===== config.mk =====
export PLATFORM = sky130hd
export DESIGN_NAME = shared_bus_arbiter
export DESIGN_NICKNAME = d
export VERILOG_FILES = /design/src/rtl/shared_bus_pkg.sv /design/src/rtl/rr_pick.sv /design/src/rtl/shared_bus_arbiter.sv
export SDC_FILE = /design/constraint.sdc
export NUM_CORES = 1
export LEC_CHECK = 0
export ABC_AREA = 0
export BUFFER_PORTS_ARGS = -buffer_cell sky130_fd_sc_hd__buf_2
export CAP_MARGIN = 40
export CORE_MARGIN = 2
export CORE_UTILIZATION = 47
export DETAILED_ROUTE_END_ITERATION = 7
export GPL_TIMING_DRIVEN = 1
export PLACE_DENSITY = 0.88
export SLEW_MARGIN = 20
export SYNTH_ARGS = -nofsm -noshare
export SYNTH_HDL_FRONTEND = slang
export SYNTH_SLANG_ARGS = --single-unit

===== constraint.sdc =====
create_clock -name i_clk -period 4.3 [get_ports i_clk]
set_input_delay 0.43 -clock i_clk [delete_from_list [all_inputs] [get_ports i_clk]]
set_output_delay 0.43 -clock i_clk [all_outputs]
set_load 0.03 [all_outputs]

===== src/rtl/shared_bus_pkg.sv =====
// Shared definitions for the round-robin bus arbiter: FSM states, default bus
// width and the index-to-onehot helper.
package shared_bus_pkg;

    localparam int unsigned BUS_W_DEFAULT = 10;
    localparam int unsigned MAX_REQ       = 16;

    typedef enum logic [1:0] {
        ST_IDLE  = 2'd0,
        ST_GRANT = 2'd1,
        ST_TURN  = 2'd2
    } state_e;

    function automatic logic [MAX_REQ-1:0] onehot(input logic [3:0] idx);
        onehot      = '0;
        onehot[idx] = 1'b1;
    endfunction

endpackage


===== src/rtl/rr_pick.sv =====
// Circular first-set search: returns the first requester at or above i_ptr,
// wrapping from N-1 back to 0.
module rr_pick #(
    parameter int unsigned N = 4,
    localparam int unsigned IW = $clog2(N)
) (
    input  logic [N-1:0]  i_req,
    input  logic [IW-1:0] i_ptr,
    output logic          o_valid,
    output logic [IW-1:0] o_idx
);

    always_comb begin
        o_valid = 1'b0;
        o_idx   = '0;
        for (int unsigned i = 0; i < N; i++) begin
            if (!o_valid && i_req[IW'((32'(i_ptr) + i) % N)]) begin
                o_valid = 1'b1;
                o_idx   = IW'((32'(i_ptr) + i) % N);
            end
        end
    end

endmodule


===== src/rtl/shared_bus_arbiter.sv =====
// Round-robin owner selection for a shared tri-state bus, with mandatory
// undriven turnaround cycles between owners and a per-owner hold limit.
//
// state    | meaning
// ST_IDLE  | no owner, arbitrate every cycle
// ST_GRANT | owner drives the bus; watch last/abandon/hold limit
// ST_TURN  | bus undriven for TURN_CYCLES; arbitrate in the final cycle
module shared_bus_arbiter
    import shared_bus_pkg::*;
#(
    parameter int unsigned N           = 4,
    parameter int unsigned W           = BUS_W_DEFAULT,
    parameter int unsigned TURN_CYCLES = 1,
    parameter int unsigned MAX_HOLD    = 16
) (
    input  logic                 i_clk,
    input  logic                 i_rst,
    input  logic [N-1:0]         i_req,
    input  logic [N-1:0]         i_last,
    input  logic [N*W-1:0]       i_wdata,
    output logic [N-1:0]         o_gnt,
    output logic                 o_bus_oe,
    output logic [W-1:0]         o_bus_data,
    output logic [$clog2(N)-1:0] o_owner,
    output logic                 o_preempt,
    output logic                 o_busy
);

    localparam int unsigned IW = $clog2(N);
    localparam int unsigned HW = $clog2(MAX_HOLD);
    localparam int unsigned TW = (TURN_CYCLES > 1) ? $clog2(TURN_CYCLES) : 1;

    state_e        state_q, state_d;
    logic [IW-1:0] ptr_q, ptr_d;
    logic [IW-1:0] owner_q, owner_d;
    logic [HW-1:0] hold_q, hold_d;
    logic [TW-1:0] turn_q, turn_d;
    logic [N-1:0]  gnt_q, gnt_d;
    logic          oe_q, oe_d;
    logic          preempt_q, preempt_d;

    logic          pick_valid;
    logic [IW-1:0] pick_idx;
    logic          own_req, own_last, hold_max, do_release, do_grant;

    rr_pick #(.N(N)) u_pick (
        .i_req   (i_req),
        .i_ptr   (ptr_q),
        .o_valid (pick_valid),
        .o_idx   (pick_idx)
    );

    assign own_req    = i_req[owner_q];
    assign own_last   = i_last[owner_q];
    assign hold_max   = (hold_q == HW'(MAX_HOLD - 1));
    assign do_release = (state_q == ST_GRANT) && (!own_req || own_last || hold_max);
    assign do_grant   = pick_valid &&
                        ((state_q == ST_IDLE) || ((state_q == ST_TURN) && (turn_q == '0)));

    always_comb begin
        state_d   = state_q;
        ptr_d     = ptr_q;
        owner_d   = owner_q;
        hold_d    = hold_q;
        turn_d    = turn_q;
        gnt_d     = gnt_q;
        oe_d      = oe_q;
        preempt_d = 1'b0;

        case (state_q)
            ST_IDLE: ;
            ST_GRANT: begin
                if (do_release) begin
                    state_d   = ST_TURN;
                    gnt_d     = '0;
                    oe_d      = 1'b0;
                    ptr_d     = (owner_q == IW'(N - 1)) ? '0 : owner_q + 1'b1;
                    turn_d    = TW'(TURN_CYCLES - 1);
                    // only the hold limit can release an owner still requesting without last
                    preempt_d = own_req && !own_last;
                end else if (!hold_max) begin
                    hold_d = hold_q + 1'b1;
                end
            end
            ST_TURN: begin
                if (turn_q == '0) begin
                    state_d = ST_IDLE;
                end else begin
                    turn_d = turn_q - 1'b1;
                end
            end
            default: state_d = ST_IDLE;
        endcase

        if (do_grant) begin
            state_d = ST_GRANT;
            owner_d = pick_idx;
            gnt_d   = N'(onehot(4'(pick_idx)));
            oe_d    = 1'b1;
            hold_d  = '0;
        end
    end

    always_ff @(posedge i_clk or posedge i_rst) begin
        if (i_rst) begin
            state_q   <= ST_IDLE;
            ptr_q     <= '0;
            owner_q   <= '0;
            hold_q    <= '0;
            turn_q    <= '0;
            gnt_q     <= '0;
            oe_q      <= 1'b0;
            preempt_q <= 1'b0;
        end else begin
            state_q   <= state_d;
            ptr_q     <= ptr_d;
            owner_q   <= owner_d;
            hold_q    <= hold_d;
            turn_q    <= turn_d;
            gnt_q     <= gnt_d;
            oe_q      <= oe_d;
            preempt_q <= preempt_d;
        end
    end

    assign o_gnt      = gnt_q;
    assign o_bus_oe   = oe_q;
    assign o_bus_data = oe_q ? i_wdata[owner_q*W +: W] : '0;
    assign o_owner    = owner_q;
    assign o_preempt  = preempt_q;
    assign o_busy     = (state_q != ST_IDLE);

endmodule


==> impl_results.html, run 1 <==
<table>
<tr><th>Metric</th><th>Value</th></tr>
<tr><th colspan="2">Power</th></tr>
<tr><td>Gate power share</td><td>66.2%</td></tr>
<tr><td>P_sw</td><td>0.000536 W</td></tr>
<tr><td>Leakage power summed over all cells</td><td>0.780 nW</td></tr>
<tr><td>Clock network power share</td><td>7.7%</td></tr>
<tr><td>Sw Ratio</td><td>49.7%</td></tr>
<tr><td>Relative contribution of sequential cells to total power</td><td>26.1%</td></tr>
<tr><td>Worst IR drop on VDD</td><td>0.453 mV</td></tr>
<tr><td>Power Density</td><td>672 mW/mm^2</td></tr>
<tr><td>Internal Power</td><td>0.000542 W</td></tr>
<tr><td>Total chip power</td><td>0.00108 W</td></tr>
<tr><th colspan="2">Timing</th></tr>
<tr><td>Max frequency</td><td>448 MHz</td></tr>
<tr><td>Hold WS</td><td>191 ps</td></tr>
<tr><td>Number of failing setup endpoints in the final timing report</td><td>0</td></tr>
<tr><td>RSZ-0062 raised after global routing</td><td>no</td></tr>
<tr><td>Final clock period utilization by the worst path</td><td>51.9%</td></tr>
<tr><td>Setup_tns</td><td>0 ps</td></tr>
<tr><td>Clock period minus worst slack</td><td>2230 ps</td></tr>
<tr><td>Final max-slew violation count</td><td>0</td></tr>
<tr><td>Number of hold violations in the final report</td><td>0</td></tr>
<tr><td>Transition time at the pin with the least slew margin</td><td>648 ps</td></tr>
<tr><td>Worst slew margin relative to its limit</td><td>56.8%</td></tr>
<tr><td>Final Skew</td><td>1.74 ps</td></tr>
<tr><th colspan="2">Final layout</th></tr>
<tr><td>Layout overhead on the synthesized area</td><td>33.1%</td></tr>
<tr><td>Number of standard cells in the final layout excluding fillers</td><td>204</td></tr>
<tr><td>Multi-input logic area</td><td>762 um^2</td></tr>
<tr><td>Proportion of layout cells with a drive suffix above 1</td><td>52.9%</td></tr>
<tr><td>Commonest non-fill, non-tap cell in the layout</td><td>sky130_fd_sc_hd__buf_2</td></tr>
<tr><td>Net total in the final layout</td><td>228</td></tr>
<tr><td>Filler cells</td><td>200</td></tr>
<tr><td>Most frequent cells in the layout</td><td>68 x sky130_fd_sc_hd__buf_2, 16 x sky130_fd_sc_hd__dfrtp_1, 12 x sky130_fd_sc_hd__mux4_2, 12 x sky130_fd_sc_hd__and2_1, 8 x sky130_fd_sc_hd__nand2_1</td></tr>
<tr><td>Sequential cell area</td><td>400 um^2</td></tr>
<tr><td>Diodes inserted</td><td>0</td></tr>
<tr><th colspan="2">Global route</th></tr>
<tr><td>Final global-route overflow total</td><td>0</td></tr>
<tr><td>Number of antenna violations at the first check in global routing</td><td>0</td></tr>
<tr><td>Number of global-route vias before repair</td><td>1,145</td></tr>
<tr><td>All-layer global routing usage</td><td>23.6%</td></tr>
<tr><td>First-pass GRT wire length</td><td>4930 um</td></tr>
<tr><td>Largest net degree at the start of global routing</td><td>17</td></tr>
<tr><th colspan="2">Worst setup path</th></tr>
<tr><td>Setup slack of the most critical reg-to-reg path</td><td>2140 ps</td></tr>
<tr><td>Crit path capture type</td><td>output pin</td></tr>
<tr><td>R2r endpoint</td><td>ptr_q[0]$_DFFE_PP0P_</td></tr>
<tr><td>Worst reg2reg path startpoint</td><td>o_owner[1]$_DFFE_PP0P_</td></tr>
<tr><td>Data required time at the worst endpoint</td><td>3870 ps</td></tr>
<tr><td>Critical path arrival</td><td>1800 ps</td></tr>
<tr><td>Classification of the worst setup path</td><td>flip-flop to output pin</td></tr>
<tr><td>Cell depth of the worst flop-to-flop path</td><td>3</td></tr>
<tr><td>Type of origin of the critical path</td><td>flip-flop</td></tr>
<tr><td>CP max FO</td><td>15</td></tr>
<tr><th colspan="2">Floorplan</th></tr>
<tr><td>Row count</td><td>18</td></tr>
<tr><td>Starting density of the core</td><td>49.1%</td></tr>
<tr><td>I/O pin total</td><td>69</td></tr>
<tr><td>Die Ht</td><td>54.6 um</td></tr>
<tr><td>Core region area</td><td>0.00245 mm^2</td></tr>
<tr><td>Die Footprint</td><td>0.00298 mm^2</td></tr>
<tr><td>Die width</td><td>54.6 um</td></tr>
<tr><th colspan="2">CTS</th></tr>
<tr><td>Clock buffers created by TritonCTS</td><td>3</td></tr>
<tr><td>Post-cts repair resize count</td><td>0</td></tr>
<tr><td>Skew-Pair Late Insertion Delay</td><td>300 ps</td></tr>
<tr><td>Clock-pin slew on the worst setup and hold paths</td><td>90 ps</td></tr>
<tr><td>Max H-tree Level</td><td>1</td></tr>
<tr><td>Post-cts hold buffer count</td><td>0</td></tr>
<tr><td>Maximum count of clock buffers along a single path</td><td>2</td></tr>
<tr><td>TritonCTS clock tree</td><td>built</td></tr>
<tr><td>Post-CTS Setup Inserts</td><td>0</td></tr>
<tr><td>Number of clock sinks</td><td>16</td></tr>
<tr><td>Cell at the root of the clock tree</td><td>sky130_fd_sc_hd__clkbuf_4</td></tr>
<tr><th colspan="2">Drt</th></tr>
<tr><td>Number of antenna-violating nets in the routed design</td><td>0</td></tr>
<tr><td>Drt total wl</td><td>3220 um</td></tr>
<tr><td>Total number of vias</td><td>1,145</td></tr>
<tr><td>Detailed Route Iter0 Violations</td><td>20</td></tr>
<tr><td>DRC Markers</td><td>0</td></tr>
<tr><td>Via-to-Cell Ratio</td><td>5.61</td></tr>
<tr><td>1st-pass router iterations</td><td>4</td></tr>
<tr><td>WL/cell</td><td>15.8 um</td></tr>
<tr><th colspan="2">Yosys</th></tr>
<tr><td>Netlist area before placement</td><td>0.00120 mm^2</td></tr>
<tr><td>Post-Syn Instances</td><td>107</td></tr>
<tr><td>Number of distinct library cells after synthesis</td><td>33</td></tr>
<tr><td>Portion of the post-synthesis area used by sequential elements</td><td>33.2%</td></tr>
<tr><td>Number of storage elements in the synthesis netlist</td><td>16</td></tr>
<tr><td>Fraction of post-synthesis cell area in the top cell type by area</td><td>33.2%</td></tr>
<tr><td>Leading area contributor after synthesis</td><td>sky130_fd_sc_hd__dfrtp_1</td></tr>
<tr><td>Net count after synthesis</td><td>159</td></tr>
<tr><td>Average cell area after synthesis</td><td>11.3 um^2</td></tr>
<tr><td>Largest cells by area after synthesis</td><td>sky130_fd_sc_hd__dfrtp_1 33%, sky130_fd_sc_hd__mux4_2 22%, sky130_fd_sc_hd__and2_1 6.2%</td></tr>
<tr><td>Yosys warnings</td><td>0</td></tr>
<tr><th colspan="2">Placed design</th></tr>
<tr><td>I/O Buffers</td><td>68</td></tr>
<tr><td>Placed wire-length estimate</td><td>2590 um</td></tr>
<tr><td>Instance count after placement with tap cells included</td><td>200</td></tr>
<tr><td>Final weighted congestion in routability-driven placement</td><td>0.772</td></tr>
<tr><th colspan="2">Status</th></tr>
<tr><td>Status</td><td>complete, no violations</td></tr>
<tr><th colspan="2">Min path</th></tr>
<tr><td>Path type of the worst min-delay path</td><td>input port to async pin</td></tr>
<tr><th colspan="2">Run</th></tr>
<tr><td>Maximum Capacitance Violations</td><td>0</td></tr>
</table>
cell families (layout without fill, tap and decap cells):
kind of cell               Yosys count  in the layout  synth area share (%)
muxes                               16             16                  26.1
buffers and inverters               11             78                  3.53
and+or+nand+nor                     42             42                  20.7
AOI/OAI and AO/OA                   20             20                  14.4
DFF                                 16             16                  33.2
adders and majority gates            2              2                  2.08
sequential cells by signal, indices dropped and copies added (netlist names):
signal     cells
hold_q         4
o_gnt          4
o_owner        2
ptr_q          2
state_q        2
o_bus_oe       1
o_preempt      1
cell usage after synthesis:
| cell | count |
|---|---|
| sky130_fd_sc_hd__o21ba_2 | 1 |
| sky130_fd_sc_hd__mux2i_1 | 1 |
| sky130_fd_sc_hd__nor2b_1 | 7 |
| sky130_fd_sc_hd__a21oi_1 | 1 |
| sky130_fd_sc_hd__nor2_1 | 1 |
| sky130_fd_sc_hd__clkbuf_1 | 5 |
| sky130_fd_sc_hd__o41ai_2 | 1 |
| sky130_fd_sc_hd__nor4_1 | 1 |
| sky130_fd_sc_hd__nand2b_1 | 3 |
| sky130_fd_sc_hd__o21bai_1 | 1 |
| sky130_fd_sc_hd__a21oi_4 | 1 |
| sky130_fd_sc_hd__or2b_1 | 4 |
| sky130_fd_sc_hd__nor3_1 | 1 |
| sky130_fd_sc_hd__buf_2 | 1 |
| sky130_fd_sc_hd__nand2_1 | 8 |
| sky130_fd_sc_hd__nor4b_2 | 1 |
| sky130_fd_sc_hd__a21boi_1 | 1 |
| sky130_fd_sc_hd__or2_2 | 1 |
| sky130_fd_sc_hd__o221ai_1 | 1 |
| sky130_fd_sc_hd__and2_1 | 12 |
| sky130_fd_sc_hd__o221a_2 | 1 |
| sky130_fd_sc_hd__ha_1 | 2 |
| sky130_fd_sc_hd__o32ai_1 | 4 |
| sky130_fd_sc_hd__a221oi_1 | 1 |
| sky130_fd_sc_hd__mux4_2 | 12 |
| sky130_fd_sc_hd__a221o_1 | 2 |
| sky130_fd_sc_hd__inv_1 | 5 |
| sky130_fd_sc_hd__mux2_2 | 1 |
| sky130_fd_sc_hd__dfrtp_1 | 16 |
| sky130_fd_sc_hd__o21ai_0 | 4 |
| sky130_fd_sc_hd__a21o_1 | 1 |
| sky130_fd_sc_hd__nand3_1 | 3 |
| sky130_fd_sc_hd__mux2_1 | 2 |
layer usage:
layer  track usage (%)  vias up  share of wire (%)
li1                  -      538                  -
met1              25.1      552                 38
met2              43.3       46                 53
met3              4.37        9                6.4
met4              12.9        0                2.0
met5                 0        -                  0
how the worst max path moves through the flow:
stage,startpoint,end,slack (ps),cells after the start
6_report,o_owner[1]$_DFFE_PP0P_,o_bus_data[1],2070,3
5_1_grt,o_owner[1]$_DFFE_PP0P_,o_bus_data[0],1970,3
4_1_cts,o_owner[0]$_DFFE_PP0P_,o_bus_data[1],1740,3
3_5_place_dp,o_owner[0]$_DFFE_PP0P_,o_bus_data[1],2070,3
3_3_place_gp,o_owner[0]$_DFFE_PP0P_,o_bus_data[1],2120,3
2_1_floorplan,o_owner[0]$_DFFE_PP0P_,o_bus_data[0],2010,4
worst max-delay path, stage by stage (launching register included):
cell	delay [ps]
sky130_fd_sc_hd__dfrtp_1	770
sky130_fd_sc_hd__mux4_2	400
sky130_fd_sc_hd__and2_1	160
sky130_fd_sc_hd__buf_2	170
layout make-up:
type,count,area share [%]
clock buffers,3,1.40
inverters,5,1.17
multi-input cells,80,47.5
flip-flops and latches,16,25.0
well taps,30,2.34
repair buffers,70,22.6
power by group through the flow:
stage           Clock, W  Sequential (W)  Combinational [W]
2_1_floorplan          0        0.000299           0.000504
6_report       0.0000832        0.000281           0.000713
3_3_place_gp           0        0.000307           0.000640
5_1_grt        0.0000919        0.000292           0.000768
3_5_place_dp           0        0.000313           0.000671
4_1_cts        0.0000828        0.000310           0.000673
through the flow:
step	setup WS, ps	utilization (%)	cell area, um^2
2_1_floorplan	2010	-	1200
3_3_place_gp	2120	63.5	1560
3_5_place_dp	2070	63.8	1570
4_1_cts	1740	64.7	1590
5_1_grt	1970	65.3	1600
6_report	2070	65.3	1600
Note: power is estimated with default switching activity, not from simulation.
==> run 2, diff against run 1 <==
--- a/config.mk
+++ b/config.mk
@@ -8,11 +8,12 @@
 export ABC_AREA = 0
 export BUFFER_PORTS_ARGS = -buffer_cell sky130_fd_sc_hd__buf_2
 export CAP_MARGIN = 40
+export CORE_ASPECT_RATIO = 2
 export CORE_MARGIN = 2
-export CORE_UTILIZATION = 47
+export CORE_UTILIZATION = 44
 export DETAILED_ROUTE_END_ITERATION = 7
 export GPL_TIMING_DRIVEN = 1
-export PLACE_DENSITY = 0.88
+export PLACE_DENSITY = 0.83
 export SLEW_MARGIN = 20
 export SYNTH_ARGS = -nofsm -noshare
 export SYNTH_HDL_FRONTEND = slang
==> constraint.sdc (replaced) <==
create_clock -name i_clk -period 2.2 [get_ports i_clk]
set_input_delay 0.22 -clock i_clk [delete_from_list [all_inputs] [get_ports i_clk]]
set_output_delay 0.22 -clock i_clk [all_outputs]
set_load 0.03 [all_outputs]
==> impl_results.html, run 2 (synthesis results as in run 1) <==
<table>
<tr><th>Metric</th><th>Value</th></tr>
<tr><th colspan="2">Status</th></tr>
<tr><td>Status</td><td>complete, no violations</td></tr>
<tr><th colspan="2">Power</th></tr>
<tr><td>Relative contribution of sequential cells to total power</td><td>23.6%</td></tr>
<tr><td>Worst IR drop on VDD</td><td>0.875 mV</td></tr>
<tr><td>Leakage power summed over all cells</td><td>0.797 nW</td></tr>
<tr><td>Total chip power</td><td>0.00222 W</td></tr>
<tr><td>Internal Power</td><td>0.00115 W</td></tr>
<tr><td>Sw Ratio</td><td>47.9%</td></tr>
<tr><td>Clock network power share</td><td>12.1%</td></tr>
<tr><td>Power Density</td><td>1360 mW/mm^2</td></tr>
<tr><td>Gate power share</td><td>64.3%</td></tr>
<tr><td>P_sw</td><td>0.00106 W</td></tr>
<tr><th colspan="2">CTS</th></tr>
<tr><td>Clock-pin slew on the worst setup and hold paths</td><td>60 ps</td></tr>
<tr><td>Cell at the root of the clock tree</td><td>sky130_fd_sc_hd__clkbuf_8</td></tr>
<tr><td>TritonCTS clock tree</td><td>built</td></tr>
<tr><td>Post-cts repair resize count</td><td>0</td></tr>
<tr><td>Post-cts hold buffer count</td><td>0</td></tr>
<tr><td>Post-CTS Setup Inserts</td><td>0</td></tr>
<tr><td>Maximum count of clock buffers along a single path</td><td>2</td></tr>
<tr><td>Max H-tree Level</td><td>1</td></tr>
<tr><td>Clock buffers created by TritonCTS</td><td>3</td></tr>
<tr><td>Skew-Pair Late Insertion Delay</td><td>260 ps</td></tr>
<tr><td>Number of clock sinks</td><td>16</td></tr>
<tr><th colspan="2">Floorplan</th></tr>
<tr><td>Starting density of the core</td><td>46.9%</td></tr>
<tr><td>Die Ht</td><td>78.0 um</td></tr>
<tr><td>Die Footprint</td><td>0.00320 mm^2</td></tr>
<tr><td>I/O pin total</td><td>69</td></tr>
<tr><td>Die width</td><td>41 um</td></tr>
<tr><td>Row count</td><td>26</td></tr>
<tr><td>Core region area</td><td>0.00257 mm^2</td></tr>
<tr><th colspan="2">Timing</th></tr>
<tr><td>Max frequency</td><td>484 MHz</td></tr>
<tr><td>Setup_tns</td><td>0 ps</td></tr>
<tr><td>Final Skew</td><td>0.917 ps</td></tr>
<tr><td>Clock period minus worst slack</td><td>2070 ps</td></tr>
<tr><td>RSZ-0062 raised after global routing</td><td>no</td></tr>
<tr><td>Final max-slew violation count</td><td>0</td></tr>
<tr><td>Worst slew margin relative to its limit</td><td>61.2%</td></tr>
<tr><td>Final clock period utilization by the worst path</td><td>94.0%</td></tr>
<tr><td>Number of hold violations in the final report</td><td>0</td></tr>
<tr><td>Number of failing setup endpoints in the final timing report</td><td>0</td></tr>
<tr><td>Transition time at the pin with the least slew margin</td><td>581 ps</td></tr>
<tr><th colspan="2">Final layout</th></tr>
<tr><td>Commonest non-fill, non-tap cell in the layout</td><td>sky130_fd_sc_hd__buf_2</td></tr>
<tr><td>Cell area after layout</td><td>0.00163 mm^2</td></tr>
<tr><td>Diodes inserted</td><td>0</td></tr>
<tr><td>Most frequent cells in the layout</td><td>68 x sky130_fd_sc_hd__buf_2, 16 x sky130_fd_sc_hd__dfrtp_1, 12 x sky130_fd_sc_hd__mux4_2, 12 x sky130_fd_sc_hd__and2_1, 8 x sky130_fd_sc_hd__nand2_1</td></tr>
<tr><td>Proportion of layout cells with a drive suffix above 1</td><td>53.4%</td></tr>
<tr><td>Layout overhead on the synthesized area</td><td>35.6%</td></tr>
<tr><td>Net total in the final layout</td><td>229</td></tr>
<tr><th colspan="2">Drt</th></tr>
<tr><td>WL/cell</td><td>16.4 um</td></tr>
<tr><td>1st-pass router iterations</td><td>4</td></tr>
<tr><td>Number of antenna-violating nets in the routed design</td><td>0</td></tr>
<tr><td>Detailed Route Iter0 Violations</td><td>23</td></tr>
<tr><td>Via-to-Cell Ratio</td><td>5.75</td></tr>
<tr><td>Drt total wl</td><td>3340 um</td></tr>
<tr><td>DRC Markers</td><td>0</td></tr>
<tr><td>Total number of vias</td><td>1,172</td></tr>
<tr><th colspan="2">Worst setup path</th></tr>
<tr><td>Critical path arrival</td><td>1850 ps</td></tr>
<tr><td>Worst reg2reg path startpoint</td><td>o_owner[1]$_DFFE_PP0P_</td></tr>
<tr><td>Crit path capture type</td><td>output pin</td></tr>
<tr><td>CP max FO</td><td>11</td></tr>
<tr><td>Worst setup path start</td><td>o_owner[0]$_DFFE_PP0P_</td></tr>
<tr><td>Type of origin of the critical path</td><td>flip-flop</td></tr>
<tr><td>Data required time at the worst endpoint</td><td>1980 ps</td></tr>
<tr><td>Classification of the worst setup path</td><td>flip-flop to output pin</td></tr>
<tr><th colspan="2">Placed design</th></tr>
<tr><td>Final weighted congestion in routability-driven placement</td><td>0.774</td></tr>
<tr><td>Placed wire-length estimate</td><td>2790 um</td></tr>
<tr><td>I/O Buffers</td><td>68</td></tr>
<tr><td>Post-place instance area</td><td>0.00158 mm^2</td></tr>
<tr><th colspan="2">Run</th></tr>
<tr><td>Maximum Capacitance Violations</td><td>0</td></tr>
<tr><th colspan="2">Global route</th></tr>
<tr><td>Number of global-route vias before repair</td><td>1,218</td></tr>
<tr><td>First-pass GRT wire length</td><td>4790 um</td></tr>
<tr><td>Final global-route overflow total</td><td>0</td></tr>
<tr><td>Number of antenna violations at the first check in global routing</td><td>0</td></tr>
<tr><td>Largest net degree at the start of global routing</td><td>17</td></tr>
<tr><td>All-layer global routing usage</td><td>22.2%</td></tr>
<tr><th colspan="2">Min path</th></tr>
<tr><td>Path type of the worst min-delay path</td><td>input port to async pin</td></tr>
</table>
==> run 2: cell type report <==
| cell class | count | area (um^2) |
|---|---|---|
| clock buffer | 4 | 55.1 |
| sequential | 16 | 400 |
| timing repair buffer | 71 | 363 |
| multi-input combinational | 80 | 762 |
| fill | 207 | 936 |
| inverter | 5 | 18.8 |
| tap | 28 | 35.0 |
==> run 2: layer usage <==
metal	track usage [%]	share of wire [%]	up-vias
met2	43.1	58	66
met5	0	0	-
li1	-	-	542
met1	17.1	29	557
met3	2.86	9.8	7
met4	12.7	2.7	0
==> run 2: path summary, 6_finish.rpt <==
kind                                                to  slack, ps  cells after the start
worst max-delay path                     o_bus_data[3]        130                      4
worst min-delay path             hold_q[1]$_DFFE_PP0P_         10                      2
worst max register to register    ptr_q[0]$_DFFE_PP0P_        410                      3
worst min register to register    o_gnt[1]$_DFFE_PP0P_        550                      2
max in group asynchronous       o_owner[1]$_DFFE_PP0P_       1810                      2
min in group i_clk              state_q[0]$_DFFE_PP0P_        470                      4
==> run 2: power groups by stage <==
stage                     sequential, W  combinational [W]  clock (W)
after floorplan                0.000584           0.000985          0
after global placement         0.000517            0.00139          0
after detailed placement       0.000522            0.00144          0
after CTS                      0.000521            0.00144   0.000271
after global routing           0.000542            0.00155   0.000284
final                          0.000523            0.00143   0.000267
==> run 2: critical path, cell delays in order, from the launching register on <==
cell	delay (ps)
sky130_fd_sc_hd__dfrtp_1	440
sky130_fd_sc_hd__buf_4	280
sky130_fd_sc_hd__mux4_2	540
sky130_fd_sc_hd__and2_1	160
sky130_fd_sc_hd__buf_2	170
==> run 2: per-stage QoR <==
step	hold WS, ps	instances	util [%]	setup slack [ps]
floorplan	134	107	-	119
global placement	300	200	61.4	436
detailed placement	315	200	61.4	403
CTS	33.8	204	63.6	118
global route	71.8	204	63.6	24.4
finish	13.1	204	63.6	133
==> run 3, diff against run 2 <==
--- a/config.mk
+++ b/config.mk
@@ -13,7 +13,8 @@
 export CORE_UTILIZATION = 44
 export DETAILED_ROUTE_END_ITERATION = 7
 export GPL_TIMING_DRIVEN = 1
-export PLACE_DENSITY = 0.83
+export PLACE_DENSITY = 0.8
+export SKIP_LAST_GASP = 1
 export SLEW_MARGIN = 20
 export SYNTH_ARGS = -nofsm -noshare
 export SYNTH_HDL_FRONTEND = slang
==> impl_results.html, run 3 (synthesis results as in run 1) <==
<table>
<tr><th>Metric</th><th>Value</th></tr>
<tr><th colspan="2">Timing</th></tr>
<tr><td>Worst slew margin relative to its limit</td><td>61.3%</td></tr>
<tr><td>Final Skew</td><td>8.44 ps</td></tr>
<tr><td>Transition time at the pin with the least slew margin</td><td>579 ps</td></tr>
<tr><td>Final clock period utilization by the worst path</td><td>91.3%</td></tr>
<tr><td>Hold WS</td><td>14.8 ps</td></tr>
<tr><td>RSZ-0062 raised after global routing</td><td>no</td></tr>
<tr><td>Number of failing setup endpoints in the final timing report</td><td>0</td></tr>
<tr><td>Max frequency</td><td>498 MHz</td></tr>
<tr><td>Final max-slew violation count</td><td>0</td></tr>
<tr><td>Clock period minus worst slack</td><td>2010 ps</td></tr>
<tr><td>Setup_tns</td><td>0 ps</td></tr>
<tr><td>Number of hold violations in the final report</td><td>0</td></tr>
<tr><th colspan="2">Final layout</th></tr>
<tr><td>Diodes inserted</td><td>0</td></tr>
<tr><td>Proportion of layout cells with a drive suffix above 1</td><td>53.4%</td></tr>
<tr><td>Cell area after layout</td><td>0.00163 mm^2</td></tr>
<tr><td>Number of standard cells in the final layout excluding fillers</td><td>204</td></tr>
<tr><td>Multi-input logic area</td><td>762 um^2</td></tr>
<tr><td>Sequential cell area</td><td>400 um^2</td></tr>
<tr><td>Net total in the final layout</td><td>229</td></tr>
<tr><td>Filler cells</td><td>216</td></tr>
<tr><td>Commonest non-fill, non-tap cell in the layout</td><td>sky130_fd_sc_hd__buf_2</td></tr>
<tr><td>Most frequent cells in the layout</td><td>68 x sky130_fd_sc_hd__buf_2, 16 x sky130_fd_sc_hd__dfrtp_1, 12 x sky130_fd_sc_hd__mux4_2, 12 x sky130_fd_sc_hd__and2_1, 8 x sky130_fd_sc_hd__nand2_1</td></tr>
<tr><td>Layout overhead on the synthesized area</td><td>35.6%</td></tr>
<tr><th colspan="2">CTS</th></tr>
<tr><td>Max H-tree Level</td><td>1</td></tr>
<tr><td>Post-cts repair resize count</td><td>0</td></tr>
<tr><td>Maximum count of clock buffers along a single path</td><td>2</td></tr>
<tr><td>Skew-Pair Late Insertion Delay</td><td>250 ps</td></tr>
<tr><td>Clock buffers created by TritonCTS</td><td>3</td></tr>
<tr><td>Post-cts hold buffer count</td><td>0</td></tr>
<tr><td>Cell at the root of the clock tree</td><td>sky130_fd_sc_hd__clkbuf_8</td></tr>
<tr><td>Number of clock sinks</td><td>16</td></tr>
<tr><td>Clock-pin slew on the worst setup and hold paths</td><td>60 ps</td></tr>
<tr><td>TritonCTS clock tree</td><td>built</td></tr>
<tr><td>Post-CTS Setup Inserts</td><td>0</td></tr>
<tr><th colspan="2">Floorplan</th></tr>
<tr><td>Core region area</td><td>0.00257 mm^2</td></tr>
<tr><td>Die Footprint</td><td>0.00320 mm^2</td></tr>
<tr><td>Starting density of the core</td><td>46.9%</td></tr>
<tr><td>Die Ht</td><td>78.0 um</td></tr>
<tr><td>Row count</td><td>26</td></tr>
<tr><td>I/O pin total</td><td>69</td></tr>
<tr><td>Die width</td><td>41 um</td></tr>
<tr><th colspan="2">Run</th></tr>
<tr><td>Maximum Capacitance Violations</td><td>0</td></tr>
<tr><th colspan="2">Worst setup path</th></tr>
<tr><td>Crit path capture type</td><td>output pin</td></tr>
<tr><td>Classification of the worst setup path</td><td>flip-flop to output pin</td></tr>
<tr><td>Cell depth of the worst flop-to-flop path</td><td>3</td></tr>
<tr><td>Setup slack of the most critical reg-to-reg path</td><td>390 ps</td></tr>
<tr><td>R2r endpoint</td><td>ptr_q[1]$_DFFE_PP0P_</td></tr>
<tr><td>Critical path arrival</td><td>1790 ps</td></tr>
<tr><td>Data required time at the worst endpoint</td><td>1980 ps</td></tr>
<tr><td>Critical-path cell list</td><td>buf_4 &gt; mux4_2 &gt; and2_1 &gt; buf_2</td></tr>
<tr><td>Max stage delay on crit path</td><td>530 ps</td></tr>
<tr><td>CP max FO</td><td>15</td></tr>
<tr><td>Worst reg2reg path startpoint</td><td>o_owner[1]$_DFFE_PP0P_</td></tr>
<tr><td>Type of origin of the critical path</td><td>flip-flop</td></tr>
<tr><td>Cell with the biggest individual delay on the critical path</td><td>sky130_fd_sc_hd__mux4_2</td></tr>
<tr><th colspan="2">Power</th></tr>
<tr><td>Worst IR drop on VDD</td><td>0.752 mV</td></tr>
<tr><td>Relative contribution of sequential cells to total power</td><td>23.7%</td></tr>
<tr><td>Clock network power share</td><td>11.7%</td></tr>
<tr><td>Leakage power summed over all cells</td><td>0.797 nW</td></tr>
<tr><td>Total chip power</td><td>0.00220 W</td></tr>
<tr><td>Gate power share</td><td>64.6%</td></tr>
<tr><td>Power Density</td><td>1340 mW/mm^2</td></tr>
<tr><td>P_sw</td><td>0.00105 W</td></tr>
<tr><td>Internal Power</td><td>0.00115 W</td></tr>
<tr><td>Sw Ratio</td><td>47.6%</td></tr>
<tr><th colspan="2">Placed design</th></tr>
<tr><td>I/O Buffers</td><td>68</td></tr>
<tr><td>Post-place instance area</td><td>0.00158 mm^2</td></tr>
<tr><td>Instance count after placement with tap cells included</td><td>200</td></tr>
<tr><td>Final weighted congestion in routability-driven placement</td><td>0.824</td></tr>
<tr><td>Placed wire-length estimate</td><td>2690 um</td></tr>
<tr><th colspan="2">Global route</th></tr>
<tr><td>GRT met1 Usage</td><td>17.1%</td></tr>
<tr><td>Busiest layer in global routing</td><td>met2</td></tr>
<tr><td>Number of antenna violations at the first check in global routing</td><td>0</td></tr>
<tr><td>Number of global-route vias before repair</td><td>1,131</td></tr>
<tr><td>Grt met3 use</td><td>2.57%</td></tr>
<tr><td>Final global-route overflow total</td><td>0</td></tr>
<tr><td>All-layer global routing usage</td><td>21.0%</td></tr>
<tr><td>Fraction of met2 tracks used by global routing</td><td>40.8%</td></tr>
<tr><td>First-pass GRT wire length</td><td>4610 um</td></tr>
<tr><td>Largest net degree at the start of global routing</td><td>17</td></tr>
<tr><th colspan="2">Drt</th></tr>
<tr><td>Total number of vias</td><td>1,157</td></tr>
<tr><td>WL/cell</td><td>15.5 um</td></tr>
<tr><td>Drt total wl</td><td>3170 um</td></tr>
<tr><td>DRC Markers</td><td>0</td></tr>
<tr><td>Via-to-Cell Ratio</td><td>5.67</td></tr>
<tr><td>Detailed Route Iter0 Violations</td><td>12</td></tr>
<tr><td>Number of antenna-violating nets in the routed design</td><td>0</td></tr>
<tr><td>1st-pass router iterations</td><td>4</td></tr>
<tr><th colspan="2">Min path</th></tr>
<tr><td>Path type of the worst min-delay path</td><td>input port to async pin</td></tr>
<tr><th colspan="2">Status</th></tr>
<tr><td>Status</td><td>complete, no violations</td></tr>
</table>
run 3: power groups by stage:
stage / registers [W] / clock network [W] / logic (W)
after CTS: 0.000522 / 0.000262 / 0.00144
after detailed placement: 0.000525 / 0 / 0.00144
final: 0.000521 / 0.000256 / 0.00142
after global placement: 0.000513 / 0 / 0.00140
after global routing: 0.000540 / 0.000271 / 0.00156
after floorplan: 0.000584 / 0 / 0.000985
run 3: how the worst max path moves through the flow:
stage | startpoint | to | slack [ps]
after floorplan | o_owner[0]$_DFFE_PP0P_ | o_bus_data[0] | 120
after global placement | o_owner[0]$_DFFE_PP0P_ | o_bus_data[4] | 470
after detailed placement | o_owner[1]$_DFFE_PP0P_ | ptr_q[1]$_DFFE_PP0P_ | 400
after CTS | o_owner[0]$_DFFE_PP0P_ | o_bus_data[4] | 150
after global routing | o_owner[0]$_DFFE_PP0P_ | o_bus_data[4] | 70
final | o_owner[0]$_DFFE_PP0P_ | o_bus_data[4] | 190
run 3: stage by stage:
step / utilization (%) / setup WS, ps
after floorplan: - / 119
after global placement: 61.4 / 466
after detailed placement: 61.4 / 396
after CTS: 63.6 / 147
after global routing: 63.6 / 74.0
final: 63.6 / 190
run 3: critical path, delay by kind of cell, from the launching register on:
kind	cells	cell delay (ps)
buf+inv	2	450
mux	1	530
flops	1	380
simple gates	1	170
run 3: cell type report:
| cell class | count | area share [%] |
|---|---|---|
| inverter | 5 | 1.15 |
| clock buffer | 4 | 3.37 |
| sequential | 16 | 24.5 |
| tap | 28 | 2.14 |
| multi-input combinational | 80 | 46.6 |
| timing repair buffer | 71 | 22.2 |
run 3: per-layer routing:
metal  wire length, um  vias up
li1                  -      541
met1               945      548
met2              1780       62
met3               371        6
met4                71        0
met5                 0        -
